### config.mk
export PLATFORM = sky130hd
export DESIGN_NAME = pipelined_shifter
export DESIGN_NICKNAME = d
export VERILOG_FILES = /design/src/rtl/pipelined_shifter.sv
export SDC_FILE = /design/constraint.sdc
export NUM_CORES = 1
export LEC_CHECK = 0
export ABC_AREA = 1
export CORE_MARGIN = 3
export CORE_UTILIZATION = 25
export DETAILED_ROUTE_END_ITERATION = 6
export PLACE_DENSITY = 0.4
export SLEW_MARGIN = 20
export SYNTH_ARGS = -nofsm -noshare
export SYNTH_HDL_FRONTEND = slang
export SYNTH_SLANG_ARGS = --single-unit
### constraint.sdc
create_clock -name clk -period 9.1 [get_ports clk]
set_input_delay 2.275 -clock clk [delete_from_list [all_inputs] [get_ports clk]]
set_output_delay 2.275 -clock clk [all_outputs]
set_load 0.02 [all_outputs]
### src/rtl/pipelined_shifter.sv
// rtl/pipelined_shifter.sv - pipelined barrel shifter (LSL/ROL/LSR/ASR/ROR), one register per binary stage.
// Optional out_carry and operand copy registers are enabled by defining SHIFTER_CARRY_EN.
module pipelined_shifter #(
  parameter int WIDTH = 32,
  parameter int SA_W  = $clog2(WIDTH)
) (
  input  logic             clk,
  input  logic             rst,
  input  logic             flush,
  input  logic             in_valid,
  output logic             in_ready,
  input  logic [WIDTH-1:0] in_data,
  input  logic [SA_W-1:0]  in_amount,
  input  logic [2:0]       in_mode,
  output logic             out_valid,
  input  logic             out_ready,
  output logic [WIDTH-1:0] out_data,
  output logic             out_zero,
  output logic             out_err
`ifdef SHIFTER_CARRY_EN
  , output logic           out_carry
`endif
);

  localparam logic [2:0] MODE_LSL = 3'd0;
  localparam logic [2:0] MODE_ROL = 3'd1;
  localparam logic [2:0] MODE_LSR = 3'd2;
  localparam logic [2:0] MODE_ASR = 3'd3;
  localparam logic [2:0] MODE_ROR = 3'd4;

  logic             valid_q [SA_W];
  logic             valid_d [SA_W];
  logic [WIDTH-1:0] data_q  [SA_W];
  logic [WIDTH-1:0] data_d  [SA_W];
  logic [SA_W-1:0]  amt_q   [SA_W];
  logic [SA_W-1:0]  amt_d   [SA_W];
  logic [2:0]       mode_q  [SA_W];
  logic [2:0]       mode_d  [SA_W];
  logic             err_q   [SA_W];
  logic             err_d   [SA_W];
`ifdef SHIFTER_CARRY_EN
  logic [WIDTH-1:0] opnd_q  [SA_W];
  logic [WIDTH-1:0] opnd_d  [SA_W];
`endif

  logic            advance;
  logic [SA_W-1:0] sel;

  // Illegal modes fall through to the default arm and pass data unchanged.
  function automatic logic [WIDTH-1:0] shift_stage(input logic [WIDTH-1:0] d,
                                                   input logic [2:0] mode,
                                                   input int s);
    logic signed [WIDTH-1:0] sd;
    logic [WIDTH-1:0]        r;
    sd = d;
    case (mode)
      MODE_LSL: r = d << s;
      MODE_ROL: r = (d << s) | (d >> (WIDTH - s));
      MODE_LSR: r = d >> s;
      MODE_ASR: r = sd >>> s;
      MODE_ROR: r = (d >> s) | (d << (WIDTH - s));
      default:  r = d;
    endcase
    return r;
  endfunction

  assign advance  = !(out_valid && !out_ready);
  assign in_ready = advance;

  always_comb begin
    sel       = '0;
    valid_d[0] = in_valid && in_ready;
    data_d[0]  = in_amount[0] ? shift_stage(in_data, in_mode, 1) : in_data;
    amt_d[0]   = in_amount;
    mode_d[0]  = in_mode;
    err_d[0]   = (in_mode > MODE_ROR);
`ifdef SHIFTER_CARRY_EN
    opnd_d[0]  = in_data;
`endif
    for (int k = 1; k < SA_W; k++) begin
      sel        = amt_q[k-1] >> k;
      valid_d[k] = valid_q[k-1];
      data_d[k]  = sel[0] ? shift_stage(data_q[k-1], mode_q[k-1], 1 << k) : data_q[k-1];
      amt_d[k]   = amt_q[k-1];
      mode_d[k]  = mode_q[k-1];
      err_d[k]   = err_q[k-1];
`ifdef SHIFTER_CARRY_EN
      opnd_d[k]  = opnd_q[k-1];
`endif
    end
  end

  // The whole pipe freezes on a stall; flush only clears the valid bits.
  always_ff @(posedge clk or posedge rst) begin
    if (rst) begin
      for (int k = 0; k < SA_W; k++) begin
        valid_q[k] <= 1'b0;
        data_q[k]  <= '0;
        amt_q[k]   <= '0;
        mode_q[k]  <= '0;
        err_q[k]   <= 1'b0;
`ifdef SHIFTER_CARRY_EN
        opnd_q[k]  <= '0;
`endif
      end
    end else begin
      for (int k = 0; k < SA_W; k++) begin
        if (flush) begin
          valid_q[k] <= 1'b0;
        end else if (advance) begin
          valid_q[k] <= valid_d[k];
        end
        if (advance) begin
          data_q[k] <= data_d[k];
          amt_q[k]  <= amt_d[k];
          mode_q[k] <= mode_d[k];
          err_q[k]  <= err_d[k];
`ifdef SHIFTER_CARRY_EN
          opnd_q[k] <= opnd_d[k];
`endif
        end
      end
    end
  end

  assign out_valid = valid_q[SA_W-1];
  assign out_data  = data_q[SA_W-1];
  assign out_zero  = (data_q[SA_W-1] == '0);
  assign out_err   = err_q[SA_W-1];

`ifdef SHIFTER_CARRY_EN
  logic [SA_W-1:0] carry_amt;
  logic [SA_W-1:0] carry_idx;

  // Left shifts lose operand[WIDTH-amt] last; right shifts lose operand[amt-1].
  always_comb begin
    carry_amt = amt_q[SA_W-1];
    carry_idx = '0;
    out_carry = 1'b0;
    if (!err_q[SA_W-1] && (carry_amt != '0)) begin
      if ((mode_q[SA_W-1] == MODE_LSL) || (mode_q[SA_W-1] == MODE_ROL)) begin
        carry_idx = '0 - carry_amt;
      end else begin
        carry_idx = carry_amt - SA_W'(1);
      end
      out_carry = opnd_q[SA_W-1][carry_idx];
    end
  end
`endif

endmodule

==> results of run 1 <==
==> cells in the final DEF, fill, tap and decap left out, types with 3 or more instances in the layout <==
cell,n
sky130_fd_sc_hd__buf_4,6
sky130_fd_sc_hd__inv_1,184
sky130_fd_sc_hd__inv_2,6
sky130_fd_sc_hd__clkbuf_16,17
sky130_fd_sc_hd__nand2_1,744
sky130_fd_sc_hd__nor2_4,11
sky130_fd_sc_hd__dfrtp_1,192
sky130_fd_sc_hd__clkinv_2,3
sky130_fd_sc_hd__a21oi_1,86
sky130_fd_sc_hd__nand3_1,117
sky130_fd_sc_hd__nand4_1,7
sky130_fd_sc_hd__nor2_1,291
sky130_fd_sc_hd__clkdlybuf4s50_1,80
sky130_fd_sc_hd__clkinv_4,5
sky130_fd_sc_hd__o21ai_1,12
sky130_fd_sc_hd__o21ai_0,59
sky130_fd_sc_hd__nor2_2,7
==> cells by family after synthesis <==
| group | count (synthesis) | synth area share, % |
|---|---|---|
| flops | 192 | 40.9 |
| buf+inv | 319 | 12.2 |
| compound gates | 160 | 6.97 |
| simple gates | 1181 | 39.9 |
==> worst paths after layout <==
path / slack [ps] / end / startpoint
max in group asynchronous: 5230 / out_data[5]$_DFFE_PP0N_ / rst
min reg2reg: 470 / amt_d[4]$_DFFE_PP0N_ / amt_d[9]$_DFFE_PP0N_
max reg2reg: 5430 / data_q[151]$_DFFE_PP0N_ / out_valid$_DFFE_PP0P_
max: 2700 / in_ready / out_ready
min: 470 / amt_d[4]$_DFFE_PP0N_ / amt_d[9]$_DFFE_PP0N_
min in group asynchronous: 2410 / err_d[0]$_DFFE_PP0N_ / rst
==> metrics by stage <==
step | utilization [%] | power [W]
after global routing | 28.9 | 0.00267
after CTS | 28.9 | 0.00254
after floorplan | - | 0.00155
after detailed placement | 27.6 | 0.00174
after global placement | 27.6 | 0.00174
final | 28.9 | 0.00249
==> registers in the layout (all words and copies together), names as in the netlist <==
| register | flops |
|---|---|
| mode_d | 12 |
| err_d | 4 |
| amt_d | 10 |
| valid_d | 4 |
| out_data | 32 |
| out_valid | 1 |
| out_err | 1 |
| data_q | 128 |
==> per-layer routing <==
layer	part of all wire (%)	vias up
met1	49	4897
met4	1.0	0
met2	47	168
met5	0	-
li1	-	5546
met3	3.1	17
==> worst min-delay path: stages, from the launching register on <==
cell	delay, ps
sky130_fd_sc_hd__dfrtp_1	340
sky130_fd_sc_hd__nand2_1	50
sky130_fd_sc_hd__nand2_1	50
==> area by class of cell <==
class | instances | area share, %
repair buffers | 87 | 6.53
flip-flops and latches | 192 | 36.2
well taps | 600 | 5.66
inverters | 191 | 5.46
multi-input cells | 1341 | 41.7
clock inverters | 15 | 1.23
clock buffers | 17 | 3.21
==> report_power, final <==
group          leakage, nW  internal [W]  switching, W  total (W)
clock                0.285      0.000409      0.000364   0.000773
sequential            2.25      0.000986      0.000130    0.00112
combinational         4.31      0.000225      0.000377   0.000602
total                 6.85       0.00162      0.000871    0.00249
==> metrics.log, run 1 <==
INFO  metric postCtsResizedCells = 0
INFO  metric place_area = 12,700 um2
INFO  metric worstHoldPathType = flop to flop
INFO  metric finalClockSkew = 13.2 ps
INFO  metric htree_num_levels = 4
INFO  metric gr-total-overflow = 0
INFO  metric ctsRootBufferMaster = sky130_fd_sc_hd__clkbuf_16
INFO  metric yosys_register_bits = 192
INFO  metric synth_area_leader_cell = sky130_fd_sc_hd__dfrtp_1
INFO  metric min_delay_path_depth = 2
INFO  metric path_delay_family = buffers and inverters
INFO  metric dieArea = 49,600 um2
INFO  metric clock_path_buffers = 2
INFO  metric ant_nets = 0
INFO  metric critical_path_required_time = 6830 ps
INFO  metric timing.critical_path.arrival = 4130 ps
INFO  metric ctsHoldBuffers = 0
INFO  metric antenna_cells_inserted = 0
INFO  metric start_kind = input port
INFO  metric synthDistinctLibCells = 23
INFO  metric slew_violations = 0
INFO  metric mapped_area = 11,700 um2
INFO  metric gp_routability_congestion = 0.791
INFO  metric via_count_of_the_first_global_routing_pass = 10,300
INFO  metric cellLeakagePower = 6.85 nW
INFO  metric layout_overhead_on_the_synthesized_area = 12.9%
INFO  metric synth.cells.most_frequent = sky130_fd_sc_hd__nand2_1, sky130_fd_sc_hd__nor2_1, sky130_fd_sc_hd__dfrtp_1
INFO  metric yosys-top-cells-area = sky130_fd_sc_hd__dfrtp_1, sky130_fd_sc_hd__nand2_1, sky130_fd_sc_hd__nor2_1, sky130_fd_sc_hd__inv_1, sky130_fd_sc_hd__nand3_1
INFO  metric grt_usage = 13.9%
INFO  metric period_minus_slack = 6400 ps
INFO  metric post_route_cells_drive_above_1_share = 3.74%
INFO  metric tritoncts.num_buffers = 17
INFO  metric min_period_over_period = 70.4%
INFO  metric floorplan.initialDensity = 25.6%
INFO  metric timing_worst_slew_pin_value = 1060 ps
INFO  metric via_count = 10,600
INFO  metric cts_post_setup_buffers_inserted = 0
INFO  metric instances_no_fill = 2,443
INFO  metric area_used_by_multi_input_combinational_logic = 5530 um2
INFO  metric cts.reportedPaths.clkPinSlew = 70 ps
INFO  metric die-height = 223 um
INFO  metric tritoncts_num_sinks = 192
INFO  metric grt_antenna_before_repair = 0
INFO  metric crit_path_max_incr_delay = 750 ps
INFO  metric synth_most_common_cell = sky130_fd_sc_hd__nand2_1
INFO  metric timing.critical_path.mode_cell = sky130_fd_sc_hd__clkdlybuf4s50_1
INFO  metric crit_path_top_delay_cell = sky130_fd_sc_hd__nor2_4
INFO  metric route.detailed.vias_per_inst = 4.35
INFO  metric synth_cells = 1,852
INFO  metric unrepaired_setup_endpoints_after_global_routing = false
INFO  metric fillCellCount = 5,252
INFO  metric clk_latency = 450 ps
INFO  metric mappedNetlistNets = 1,897
INFO  metric worst-path-max-fanout = 39
INFO  metric setup_viol_count_final = 0
INFO  metric timing.final.hold_violations = 0
INFO  metric timing.hold.ws = 472 ps
INFO  metric seq_area_frac_synth = 40.9%
INFO  metric drv.max_cap_violation_count = 0
INFO  metric placement.setup.worst_slack = 2570 ps
INFO  metric post-route-drc-count = 0
INFO  metric detailedRoute.firstPassIterationCount = 5
INFO  metric critPathKind = input port to output pin
INFO  metric grt_first_pass_wirelength = 57,000 um
INFO  metric grtUsageMet2 = 22.9%
INFO  metric pin_count_of_the_biggest_net_entering_global_routing = 121
INFO  metric finalWorstSetupSlack = 2700 ps
INFO  metric die_w = 223 um
INFO  metric clock.fmax = 0.156 GHz
INFO  metric row_count = 78
INFO  metric fp.coreArea = 45,900 um2
INFO  metric detailedRoute.firstIterationViolations = 879
INFO  metric global_route_met1_usage = 19.5%
INFO  metric cts_tree = done
INFO  metric result_of_the_run = finished clean
INFO  metric vdd.ir_drop.worst = 0.125 mV
INFO  metric yosys_most_used_dff = sky130_fd_sc_hd__dfrtp_1
INFO  metric synth_enable_flop_cells = 0
INFO  metric num-nets-final = 1,875
INFO  metric global_routing_met3_resource_utilization = 2.15%
INFO  metric ratio_of_total_power_to_cell_area = 188 nW/um2
INFO  metric place.detailed.hpwl = 23,700 um
INFO  metric gr-max-usage-layer = met2
INFO  metric timing.reg2reg.worst_path_depth = 8
INFO  metric post_synth.cell_area_avg = 6.34 um2
INFO  metric yosysTopAreaCellShare = 40.9%
INFO  metric count_of_buffering_cells_on_the_critical_path_with_inverters_included = 3
INFO  metric placement.io_buffers = 80
INFO  metric ys_warn_count = 0
INFO  metric routed_wire_length_per_instance = 14.0 um
INFO  metric worst_slew_margin_relative_to_its_limit = 29.4%
INFO  metric final_cell_area = 13,300 um2
INFO  metric ioPinCount = 81
INFO  metric setup_total_negative_slack = 0 ps
INFO  metric sequential_area = 4800 um2
INFO  metric synth-async-reset-ratio = 100%
INFO  metric routed_wl = 34,200 um
INFO  metric worstSetupEndpointType = output pin
INFO  metric timing.critical_path.cells = clkdlybuf4s50_1 -> nor2_4 -> inv_2 -> clkdlybuf4s50_1
INFO  metric dpl.cell_count = 2,410
INFO  metric path_length_in_cells_of_the_critical_path = 4
Note: power is estimated with default switching activity, not from simulation.
==> inputs of run 2 (changes only) <==
==> constraint.sdc (replaced) <==
create_clock -name clk -period 6.3 [get_ports clk]
set_input_delay 1.575 -clock clk [delete_from_list [all_inputs] [get_ports clk]]
set_output_delay 1.575 -clock clk [all_outputs]
set_load 0.02 [all_outputs]
==> metrics.log, run 2 (synthesis gave the netlist of run 1 again) <==
INFO  metric result_of_the_run = finished clean (unchanged)
INFO  metric largest_register_ff_count = 128 (unchanged)
INFO  metric cellLeakagePower = 6.84 nW (was 6.85 nW)
INFO  metric sequential_area = 4800 um2 (unchanged)
INFO  metric timing_worst_slew_pin_value = 1020 ps (was 1060 ps)
INFO  metric finalWorstSetupSlack = 1910 ps (was 2700 ps)
INFO  metric ioPinCount = 81 (unchanged)
INFO  metric vdd.ir_drop.worst = 0.179 mV (was 0.125 mV)
INFO  metric tritoncts.num_buffers = 17 (unchanged)
INFO  metric gp_routability_congestion = 0.797 (was 0.791)
INFO  metric dieArea = 49,600 um2 (unchanged)
INFO  metric instances_no_fill = 2,443 (unchanged)
INFO  metric start_kind = input port (unchanged)
INFO  metric p_sw_share = 35.3% (was 35.0%)
INFO  metric placement.io_buffers = 80 (unchanged)
INFO  metric top_library_cells_by_usage_in_the_layout_fill_and_taps_aside = sky130_fd_sc_hd__nand2_1, sky130_fd_sc_hd__nor2_1, sky130_fd_sc_hd__dfrtp_1 (unchanged)
INFO  metric cts.reportedPaths.clkPinSlew = 80 ps (was 70 ps)
INFO  metric reg2reg_from = mode_d[1]$_DFFE_PP0N_ (was out_valid$_DFFE_PP0P_)
INFO  metric regMostFlops = data_q (unchanged)
INFO  metric num-nets-final = 1,875 (unchanged)
INFO  metric clk_latency = 450 ps (about the same)
INFO  metric worstHoldPathType = flop to flop (unchanged)
INFO  metric floorplan.initialDensity = 25.6% (unchanged)
INFO  metric placement.setup.worst_slack = 1900 ps (was 2570 ps)
INFO  metric clock_path_buffers = 2 (unchanged)
INFO  metric period_minus_slack = 4390 ps
INFO  metric routed_wire_length_per_instance = 13.6 um (was 14.0 um)
INFO  metric finalCoreUtilization = 28.9% (about the same)
INFO  metric row_count = 78 (unchanged)
INFO  metric post_route_cells_drive_above_1_share = 3.74% (unchanged)
INFO  metric critical_path_required_time = 4720 ps (was 6830 ps)
INFO  metric r2r-end = out_data[3]$_DFFE_PP0N_ (was data_q[151]$_DFFE_PP0N_)
INFO  metric pwr-share-clk = 31.2% (was 31.0%)
INFO  metric clock.fmax = 0.228 GHz
INFO  metric setup_viol_count_final = 0 (unchanged)
INFO  metric fillCellCount = 5,227 (was 5,252)
INFO  metric worstSetupEndpointType = output pin (unchanged)
INFO  metric ant_nets = 0 (unchanged)
INFO  metric worst_slew_margin_relative_to_its_limit = 31.8% (was 29.4%)
INFO  metric route.detailed.vias_per_inst = 4.29 (was 4.35)
INFO  metric final_common_cell = sky130_fd_sc_hd__nand2_1 (unchanged)
INFO  metric fp.coreArea = 45,900 um2 (unchanged)
INFO  metric setup.reg_to_reg.worst_slack = 4030 ps (was 5430 ps)
INFO  metric ratio_of_total_power_to_cell_area = 270 nW/um2 (was 188 nW/um2)
INFO  metric htree_num_levels = 4 (unchanged)
INFO  metric gr-total-overflow = 0 (unchanged)
INFO  metric pin_count_of_the_biggest_net_entering_global_routing = 198 (was 121)
INFO  metric via_count_of_the_first_global_routing_pass = 10,100 (was 10,300)
INFO  metric min-delay-start = amt_d[9]$_DFFE_PP0N_ (unchanged)
INFO  metric via_count = 10,500 (was 10,600)
INFO  metric layout_overhead_on_the_synthesized_area = 13.0% (was 12.9%)
INFO  metric detailedRoute.firstPassIterationCount = 4 (was 5)
INFO  metric place.detailed.hpwl = 22,900 um (was 23,700 um)
INFO  metric cts_post_setup_buffers_inserted = 0 (unchanged)
INFO  metric detailedRoute.firstIterationViolations = 736 (was 879)
INFO  metric antenna_cells_inserted = 0 (unchanged)
INFO  metric tritoncts_num_sinks = 192 (unchanged)
INFO  metric drv.max_cap_violation_count = 0 (unchanged)
INFO  metric critPathKind = input port to output pin (unchanged)
INFO  metric seqPwrFrac = 44.7% (was 44.8%)
INFO  metric p_switching = 0.00127 W (was 0.000871 W)
INFO  metric postCtsResizedCells = 0 (unchanged)
INFO  metric post-layout-total-power = 0.00359 W (was 0.00249 W)
INFO  metric die_w = 223 um (unchanged)
INFO  metric routed_wl = 33,100 um (was 34,200 um)
INFO  metric combinationalPowerShare = 24.1% (was 24.2%)
INFO  metric post-route-drc-count = 0 (unchanged)
INFO  metric worst-path-max-fanout = 2 (was 39)
INFO  metric die-height = 223 um (unchanged)
INFO  metric worst_setup_path_endpoint = in_ready (unchanged)
INFO  metric grt_first_pass_wirelength = 54,900 um (was 57,000 um)
INFO  metric area_used_by_multi_input_combinational_logic = 5530 um2 (unchanged)
INFO  metric dpl.cell_count = 2,411 (was 2,410)
INFO  metric timing.critical_path.arrival = 2810 ps (was 4130 ps)
INFO  metric timing.reg2reg.worst_path_depth = 8 (unchanged)
INFO  metric power.internal = 0.00232 W (was 0.00162 W)
INFO  metric grt_usage = 13.6% (was 13.9%)
INFO  metric timing.final.hold_violations = 0 (unchanged)
INFO  metric slew_violations = 0 (unchanged)
INFO  metric setup_total_negative_slack = 0 ps (unchanged)
INFO  metric timing.critical_path.from = out_ready (unchanged)
INFO  metric ctsHoldBuffers = 0 (unchanged)
INFO  metric min_period_over_period = 69.6%
INFO  metric cts_tree = done (unchanged)
INFO  metric ctsRootBufferMaster = sky130_fd_sc_hd__clkbuf_16 (unchanged)
INFO  metric grt_antenna_before_repair = 0 (unchanged)
INFO  metric unrepaired_setup_endpoints_after_global_routing = false (unchanged)
INFO  metric finalClockSkew = 13.3 ps (was 13.2 ps)
==> run 2: cell type report <==
class	instances	area share (%)
Clock buffer	18	3.31
Inverter	191	5.43
Timing Repair Buffer	87	6.62
Clock inverter	14	1.13
Tap cell	600	5.66
Multi-Input combinational cell	1341	41.7
Sequential cell	192	36.2
==> run 2: how the worst min path moves through the flow <==
| stage | slack [ps] | depth (start not counted) | endpoint |
|---|---|---|---|
| floorplan | 440 | 2 | amt_d[4]$_DFFE_PP0N_ |
| global placement | 450 | 2 | amt_d[4]$_DFFE_PP0N_ |
| detailed placement | 460 | 2 | amt_d[4]$_DFFE_PP0N_ |
| CTS | 480 | 2 | amt_d[4]$_DFFE_PP0N_ |
| global route | 500 | 2 | err_d[2]$_DFFE_PP0N_ |
| finish | 470 | 2 | amt_d[4]$_DFFE_PP0N_ |
==> run 2: stage by stage <==
| stage | hold WS [ps] | instance area (um2) |
|---|---|---|
| floorplan | 442 | 11800 |
| global placement | 455 | 12700 |
| detailed placement | 460 | 12700 |
| CTS | 485 | 13300 |
| global route | 503 | 13300 |
| finish | 473 | 13300 |
==> run 2: metal layers <==
metal  GRT usage (%)  up-vias  share of wire, %
li1                -     5557                 -
met1            18.4     4747                49
met2            22.8      142                47
met3            2.17       29               2.6
met4            2.95        0               1.3
met5               0        -                 0
==> run 2: critical path: stages <==
cell and delay [ps]:
sky130_fd_sc_hd__clkdlybuf4s50_1 500, sky130_fd_sc_hd__nor2_4 60, sky130_fd_sc_hd__inv_2 70, sky130_fd_sc_hd__clkdlybuf4s50_1 600
==> run 2: power by group through the flow <==
stage	registers [W]	clock network, W	logic (W)
floorplan	0.00156	0	0.000677
global route	0.00164	0.00121	0.00100
global placement	0.00163	0	0.000878
finish	0.00160	0.00112	0.000866
detailed placement	0.00163	0	0.000881
CTS	0.00161	0.00117	0.000885
